## config.mk

```make
export PLATFORM = sky130hd
export DESIGN_NAME = handshake_monitor
export DESIGN_NICKNAME = d
export VERILOG_FILES = /design/src/rtl/handshake_monitor_pkg.sv /design/src/rtl/handshake_channel_checker.sv /design/src/rtl/handshake_monitor.sv
export SDC_FILE = /design/constraint.sdc
export NUM_CORES = 1
export LEC_CHECK = 0
export CORE_MARGIN = 10
export CORE_UTILIZATION = 60
export DETAILED_ROUTE_END_ITERATION = 12
export DONT_BUFFER_PORTS = 1
export PLACE_DENSITY_LB_ADDON = 0.3
export SETUP_SLACK_MARGIN = 0.1
export SLEW_MARGIN = 10
export SYNTH_ARGS = -nofsm -noshare
export SYNTH_HDL_FRONTEND = slang
export SYNTH_SLANG_ARGS = --single-unit
```

## constraint.sdc

```tcl
create_clock -name CLK -period 7.2 [get_ports CLK]
set_input_delay 1.08 -clock CLK [delete_from_list [all_inputs] [get_ports CLK]]
set_output_delay 1.08 -clock CLK [all_outputs]
set_load 0.05 [all_outputs]
```

## src/rtl/handshake_monitor_pkg.sv

```systemverilog
// Shared types for the ready/valid handshake monitor: the per-channel state
// encoding, the violation codes and the bit layout of a channel's
// per-cycle violation vector.
package handshake_monitor_pkg;

  typedef enum logic {
    IDLE  = 1'b0,
    STALL = 1'b1
  } ch_state_e;

  typedef enum logic [1:0] {
    ERR_NONE    = 2'd0,
    ERR_DROP    = 2'd1,
    ERR_DATA    = 2'd2,
    ERR_TIMEOUT = 2'd3
  } err_code_e;

  // Bit positions inside a channel's 3-bit violation vector
  localparam int unsigned VIOL_DROP    = 0;
  localparam int unsigned VIOL_DATA    = 1;
  localparam int unsigned VIOL_TIMEOUT = 2;

  // Lowest code wins when one channel reports several violations at once
  function automatic err_code_e viol_to_code(input logic [2:0] viol);
    err_code_e code;
    code = ERR_NONE;
    if (viol[VIOL_DROP])         code = ERR_DROP;
    else if (viol[VIOL_DATA])    code = ERR_DATA;
    else if (viol[VIOL_TIMEOUT]) code = ERR_TIMEOUT;
    return code;
  endfunction

endpackage

```

## src/rtl/handshake_channel_checker.sv

```systemverilog
// Protocol checker for one ready/valid channel: tracks stalls, checks that
// valid and payload hold while stalled, enforces the stall timeout and
// counts completed transfers. Reports this cycle's violations to the top.
module handshake_channel_checker
  import handshake_monitor_pkg::*;
#(
  parameter int DATA_W    = 5,
  parameter int CNT_W     = 16,
  parameter int MAX_STALL = 15
) (
  input  logic              clk_i,
  input  logic              rst_i,
  input  logic              valid_i,
  input  logic              ready_i,
  input  logic [DATA_W-1:0] data_i,
  input  logic              clear_i,
  output logic [CNT_W-1:0]  xfer_count_o,
  output logic              err_drop_o,
  output logic              err_data_o,
  output logic              err_timeout_o,
  output logic [2:0]        viol_o
);

  localparam int STALL_W = $clog2(MAX_STALL + 1);

  ch_state_e            state_q, state_d;
  logic [STALL_W-1:0]   stall_cnt_q, stall_cnt_d;
  logic [DATA_W-1:0]    cap_q, cap_d;
  // Timeout already reported for the stall in progress
  logic                 timed_out_q, timed_out_d;
  logic [CNT_W-1:0]     cnt_q, cnt_d;
  logic [2:0]           flags_q, flags_d;
  logic [2:0]           viol;
  logic                 xfer;

  // Next-state logic: FSM, stall counter, payload capture and violations
  always_comb begin
    state_d     = state_q;
    stall_cnt_d = stall_cnt_q;
    cap_d       = cap_q;
    timed_out_d = timed_out_q;
    xfer        = 1'b0;
    viol        = '0;
    case (state_q)
      IDLE: begin
        if (valid_i) begin
          if (ready_i) begin
            xfer = 1'b1;
          end else begin
            state_d     = STALL;
            cap_d       = data_i;
            stall_cnt_d = STALL_W'(1);
            timed_out_d = 1'b0;
          end
        end
      end
      STALL: begin
        if (!valid_i) begin
          viol[VIOL_DROP] = 1'b1;
          state_d         = IDLE;
          stall_cnt_d     = '0;
        end else begin
          // The payload must match the captured value, including on the
          // completing cycle
          if (data_i != cap_q) viol[VIOL_DATA] = 1'b1;
          if (ready_i) begin
            xfer        = 1'b1;
            state_d     = IDLE;
            stall_cnt_d = '0;
          end else begin
            if (stall_cnt_q == STALL_W'(MAX_STALL)) begin
              if (!timed_out_q) begin
                viol[VIOL_TIMEOUT] = 1'b1;
                timed_out_d        = 1'b1;
              end
            end else begin
              stall_cnt_d = stall_cnt_q + STALL_W'(1);
            end
          end
        end
      end
      default: state_d = IDLE;
    endcase

    // clear is applied before this cycle's events are accumulated
    cnt_d = clear_i ? '0 : cnt_q;
    if (xfer && (cnt_d != {CNT_W{1'b1}})) cnt_d = cnt_d + CNT_W'(1);
    flags_d = (clear_i ? 3'b000 : flags_q) | viol;
  end

  // Control and status registers; the captured payload is not reset
  always_ff @(posedge clk_i) begin
    if (rst_i) begin
      state_q     <= IDLE;
      stall_cnt_q <= '0;
      timed_out_q <= 1'b0;
      cnt_q       <= '0;
      flags_q     <= '0;
    end else begin
      state_q     <= state_d;
      stall_cnt_q <= stall_cnt_d;
      timed_out_q <= timed_out_d;
      cnt_q       <= cnt_d;
      flags_q     <= flags_d;
    end
  end

  // Payload capture register
  always_ff @(posedge clk_i) begin
    cap_q <= cap_d;
  end

  assign xfer_count_o  = cnt_q;
  assign err_drop_o    = flags_q[VIOL_DROP];
  assign err_data_o    = flags_q[VIOL_DATA];
  assign err_timeout_o = flags_q[VIOL_TIMEOUT];
  assign viol_o        = rst_i ? 3'b000 : viol;

endmodule

```

## src/rtl/handshake_monitor.sv

```systemverilog
// Passive ready/valid protocol monitor for N_CH channels, intended to be
// attached to a design with a bind statement. One checker per channel; this
// level prioritises simultaneous violations and latches the first one.
module handshake_monitor
  import handshake_monitor_pkg::*;
#(
  parameter int N_CH      = 3,
  parameter int DATA_W    = 5,
  parameter int CNT_W     = 16,
  parameter int MAX_STALL = 15,
  localparam int CH_W     = (N_CH > 1) ? $clog2(N_CH) : 1
) (
  input  logic                    CLK,
  input  logic                    RESET,
  input  logic [N_CH-1:0]         ch_valid,
  input  logic [N_CH-1:0]         ch_ready,
  input  logic [N_CH*DATA_W-1:0]  ch_data,
  input  logic                    clear,
  output logic [N_CH*CNT_W-1:0]   xfer_count,
  output logic [N_CH-1:0]         err_drop,
  output logic [N_CH-1:0]         err_data,
  output logic [N_CH-1:0]         err_timeout,
  output logic                    err_any,
  output logic [CH_W-1:0]         first_err_ch,
  output logic [1:0]              first_err_code
);

  logic [N_CH-1:0][2:0] viol;
  err_code_e            hit_code;
  logic [CH_W-1:0]      hit_ch;
  err_code_e            first_code_q, first_code_d;
  logic [CH_W-1:0]      first_ch_q, first_ch_d;

  for (genvar i = 0; i < N_CH; i++) begin : g_ch
    handshake_channel_checker #(
      .DATA_W    (DATA_W),
      .CNT_W     (CNT_W),
      .MAX_STALL (MAX_STALL)
    ) u_chk (
      .clk_i         (CLK),
      .rst_i         (RESET),
      .valid_i       (ch_valid[i]),
      .ready_i       (ch_ready[i]),
      .data_i        (ch_data[i*DATA_W +: DATA_W]),
      .clear_i       (clear),
      .xfer_count_o  (xfer_count[i*CNT_W +: CNT_W]),
      .err_drop_o    (err_drop[i]),
      .err_data_o    (err_data[i]),
      .err_timeout_o (err_timeout[i]),
      .viol_o        (viol[i])
    );
  end

  // Priority encode this cycle's violations (lowest channel wins) and load
  // the first-error latch only while it is empty after clear
  always_comb begin
    hit_code = ERR_NONE;
    hit_ch   = '0;
    for (int i = N_CH - 1; i >= 0; i--) begin
      if (|viol[i]) begin
        hit_code = viol_to_code(viol[i]);
        hit_ch   = CH_W'(i);
      end
    end
    first_code_d = clear ? ERR_NONE : first_code_q;
    first_ch_d   = clear ? '0 : first_ch_q;
    if ((first_code_d == ERR_NONE) && (hit_code != ERR_NONE)) begin
      first_code_d = hit_code;
      first_ch_d   = hit_ch;
    end
  end

  // First-error latch
  always_ff @(posedge CLK) begin
    if (RESET) begin
      first_code_q <= ERR_NONE;
      first_ch_q   <= '0;
    end else begin
      first_code_q <= first_code_d;
      first_ch_q   <= first_ch_d;
    end
  end

  assign first_err_code = first_code_q;
  assign first_err_ch   = first_ch_q;
  assign err_any        = |{err_drop, err_data, err_timeout};

endmodule
```

==> results.json <==
{
  "ctsRootBufferMaster": "clkbuf_8",
  "placed_cells": 591,
  "stdcell_area_sq_um": 4730,
  "r2r_setup_slack_ns": 4.50,
  "rr_endpoint": "g_ch[0].u_chk.xfer_count_o[13]",
  "htree_levels": 3,
  "viasPerCell": 5.92,
  "clk_pin_slew_worst_paths_ns": 0.09,
  "die_w_microns": 107,
  "dpl_cell_area_sq_um": 4550,
  "hpwlAfterDp_microns": 7640,
  "synth_area_sq_um": 4570,
  "crit_path_top_delay_cell": "nor4_1",
  "dieHeight_microns": 107,
  "overflow": 0,
  "critPathMaxFanout": 3,
  "port_buffers": 0,
  "groute.usage.overall_pct": 18.0,
  "io_pins": 86,
  "avgSynthCellArea_sq_um": 8.80,
  "worstSetupPathType": "reg -> out",
  "cts_buffer_depth": 2,
  "end_kind": "primary output",
  "tightest_slew_ns": 0.707,
  "setup_viol": 0,
  "clock_latency_ns": 0.36,
  "instances_no_fill": 607,
  "finalCritPeriodShare_pct": 41.8,
  "first_global_vias": 3520,
  "grt_pass1_wl_microns": 17100,
  "layout_commonest_cell": "nor2_1",
  "cts_tree": "yes",
  "insertedDiodeCount": 0,
  "final_nets": 533,
  "cts_buffers": 9,
  "cts_hold_buf": 0,
  "rsz0062_at_grt": "no",
  "ir_worst_vdd_mv": 0.0893,
  "synth.distinct_cells": 62,
  "r2r-start": "g_ch[0].u_chk.xfer_count_o[0]",
  "total_leakage_power_uw": 0.00159,
  "antenna_found_initial": 0,
  "slew_headroom_pct": 52.8,
  "drv_cap": 0,
  "routed_wire_length_per_instance_microns": 17.2,
  "core_sq_um": 7330,
  "initial_core_util_pct": 62.3,
  "remaining_drc_errors": 0,
  "cts_resized": 0,
  "required_ns": 6.12,
  "drt_iter0_drc": 150,
  "finalSetupTns_ns": 0,
  "hold_depth": 2,
  "grt_start_max_net_pins": 64,
  "post-place-ws_ns": 4.19,
  "synth_ff_type": "dfxtp_1",
  "setup_slack_ns": 4.19,
  "clock_skew_ns": 0.00953,
  "min-delay-path-class": "reg -> reg",
  "syn_inst": 519,
  "status": "finished, final reports clean",
  "clock_sinks": 94,
  "p_per_area_nw_per_um2": 195,
  "yosys_warnings": 0,
  "final_cell_mix": "nor2_1, dfxtp_1, nand2_1",
  "routed_wl_microns": 10500,
  "dr_total_vias": 3595,
  "place_congestion": 0.885,
  "final_util_pct": 64.5,
  "cts_setup_buffers": 0,
  "yosysSeqAreaShare_pct": 44.5,
  "slew_violations": 0,
  "dieArea_sq_um": 11500,
  "area_growth_pct": 3.42,
  "nFillCells": 579,
  "crit_path_start_kind": "register",
  "syn_nets": 549,
  "synth-seq-cells": 94,
  "rows": 31,
  "drt_pass1_iterations": 5,
  "cp.arrival_ns": 1.93,
  "drive_gt1_share_pct": 6.30,
  "fmax_mhz": 332,
  "synth_enable_flop_cells": 15,
  "crit_path_max_incr_delay_ns": 0.54,
  "finalHoldViolations": 0,
  "hp-start": "g_ch[0].u_chk.timed_out_q",
  "reg2reg_depth": 8,
  "holdPathEnd": "g_ch[0].u_chk.timed_out_q",
  "final_antenna_net_count": 0,
  "async_flop_share_pct": 0,
  "worstPathCellList": "nor4_1 > nand3_1",
  "min_period_ns": 3.01
}
[synthesized netlist by cell type, drive strengths merged (2+ instances only)]
cell type	number	share of area, %
and2	4	0.55
a21o	3	0.49
buf	15	2.1
nand4	16	2.3
a31oi	7	0.96
xor2	22	4.2
nor3	12	1.3
xnor2	34	6.5
o31a	2	0.38
a311oi	3	0.58
o211ai	3	0.60
o31ai	2	0.33
edfxtp	15	9.9
or2	4	0.55
nand2b	10	1.4
o21ai	14	1.6
nand3	23	2.5
or4	3	0.57
nor2	84	6.9
nor2b	19	2.6
a22oi	2	0.33
nand3b	4	0.66
a21oi	20	2.2
and3	8	1.1
nor3b	2	0.33
nand2	41	3.4
o2111ai	2	0.52
or3	7	0.96
nor4	10	1.5
ha	6	1.6
mux2i	5	1.1
dfxtp	79	35
clkbuf	12	0.99
inv	10	0.82
[worst max path at each step]
| stage | to | slack, ns | startpoint |
|---|---|---|---|
| 2_1_floorplan | g_ch[2].u_chk.xfer_count_o[11] | 3.85 | clear |
| 3_3_place_gp | g_ch[0].u_chk.xfer_count_o[13] | 4.31 | clear |
| 3_5_place_dp | g_ch[0].u_chk.xfer_count_o[13] | 4.19 | clear |
| 4_1_cts | err_any | 4.17 | g_ch[0].u_chk.flags_q[1] |
| 5_1_grt | err_any | 4.09 | g_ch[0].u_chk.flags_q[1] |
| 6_report | err_any | 4.19 | g_ch[0].u_chk.flags_q[1] |
[registers in the layout, summed over array words and instances (netlist names)]
| signal | flops |
|---|---|
| first_err_ch | 2 |
| first_err_code | 2 |
| g_ch.u_chk.cap_q | 15 |
| g_ch.u_chk.flags_q | 9 |
| g_ch.u_chk.stall_cnt_q | 12 |
| g_ch.u_chk.state_q | 3 |
| g_ch.u_chk.timed_out_q | 3 |
| g_ch.u_chk.xfer_count_o | 48 |
[critical path: cells and delay by family (launching register included)]
| kind | cells | cell delay, ns |
|---|---|---|
| flops | 1 | 0.50 |
| simple gates | 2 | 1.07 |
[per-layer routing]
metal	track usage, %	vias to the layer above	wire, microns
met3	6.35	18	959
li1	-	1783	-
met5	0	-	0
met2	28.3	105	4750
met4	8.41	0	235
met1	21.5	1689	4510
[cells by family (layout without fill, tap and decap cells)]
family          Yosys count  in the layout  synth area share (%)
compound gates           71             71                  10.9
xor+xnor                 56             56                  10.7
fa+ha+maj                 6              6                  1.64
buf+inv                  37             26                  3.89
flops                    94             94                  44.5
mux                       5              5                  1.10
simple gates            250            250                  27.2
[final cells by class]
| class | count | area, sq um | area share, % |
|---|---|---|---|
| Multi-Input combinational cell | 388 | 2360 | 49.9 |
| Inverter | 10 | 37.5 | 0.794 |
| Tap cell | 99 | 124 | 2.62 |
| Sequential cell | 94 | 2030 | 43.0 |
| Clock buffer | 9 | 124 | 2.62 |
| Clock inverter | 7 | 48.8 | 1.03 |
[report_power, final]
part / switching (uW) / internal [uW] / total (uW)
sequential: 18.1 / 542 / 560
combinational: 27.1 / 16.7 / 43.8
clock: 189 / 127 / 316
[per-stage QoR]
| step | total power, uW | hold slack (ns) |
|---|---|---|
| CTS | 926 | 0.488 |
| floorplan | 614 | 0.435 |
| global route | 956 | 0.511 |
| finish | 920 | 0.490 |
| global placement | 614 | 0.455 |
| detailed placement | 616 | 0.476 |
Power figures use the tool's default switching activity.
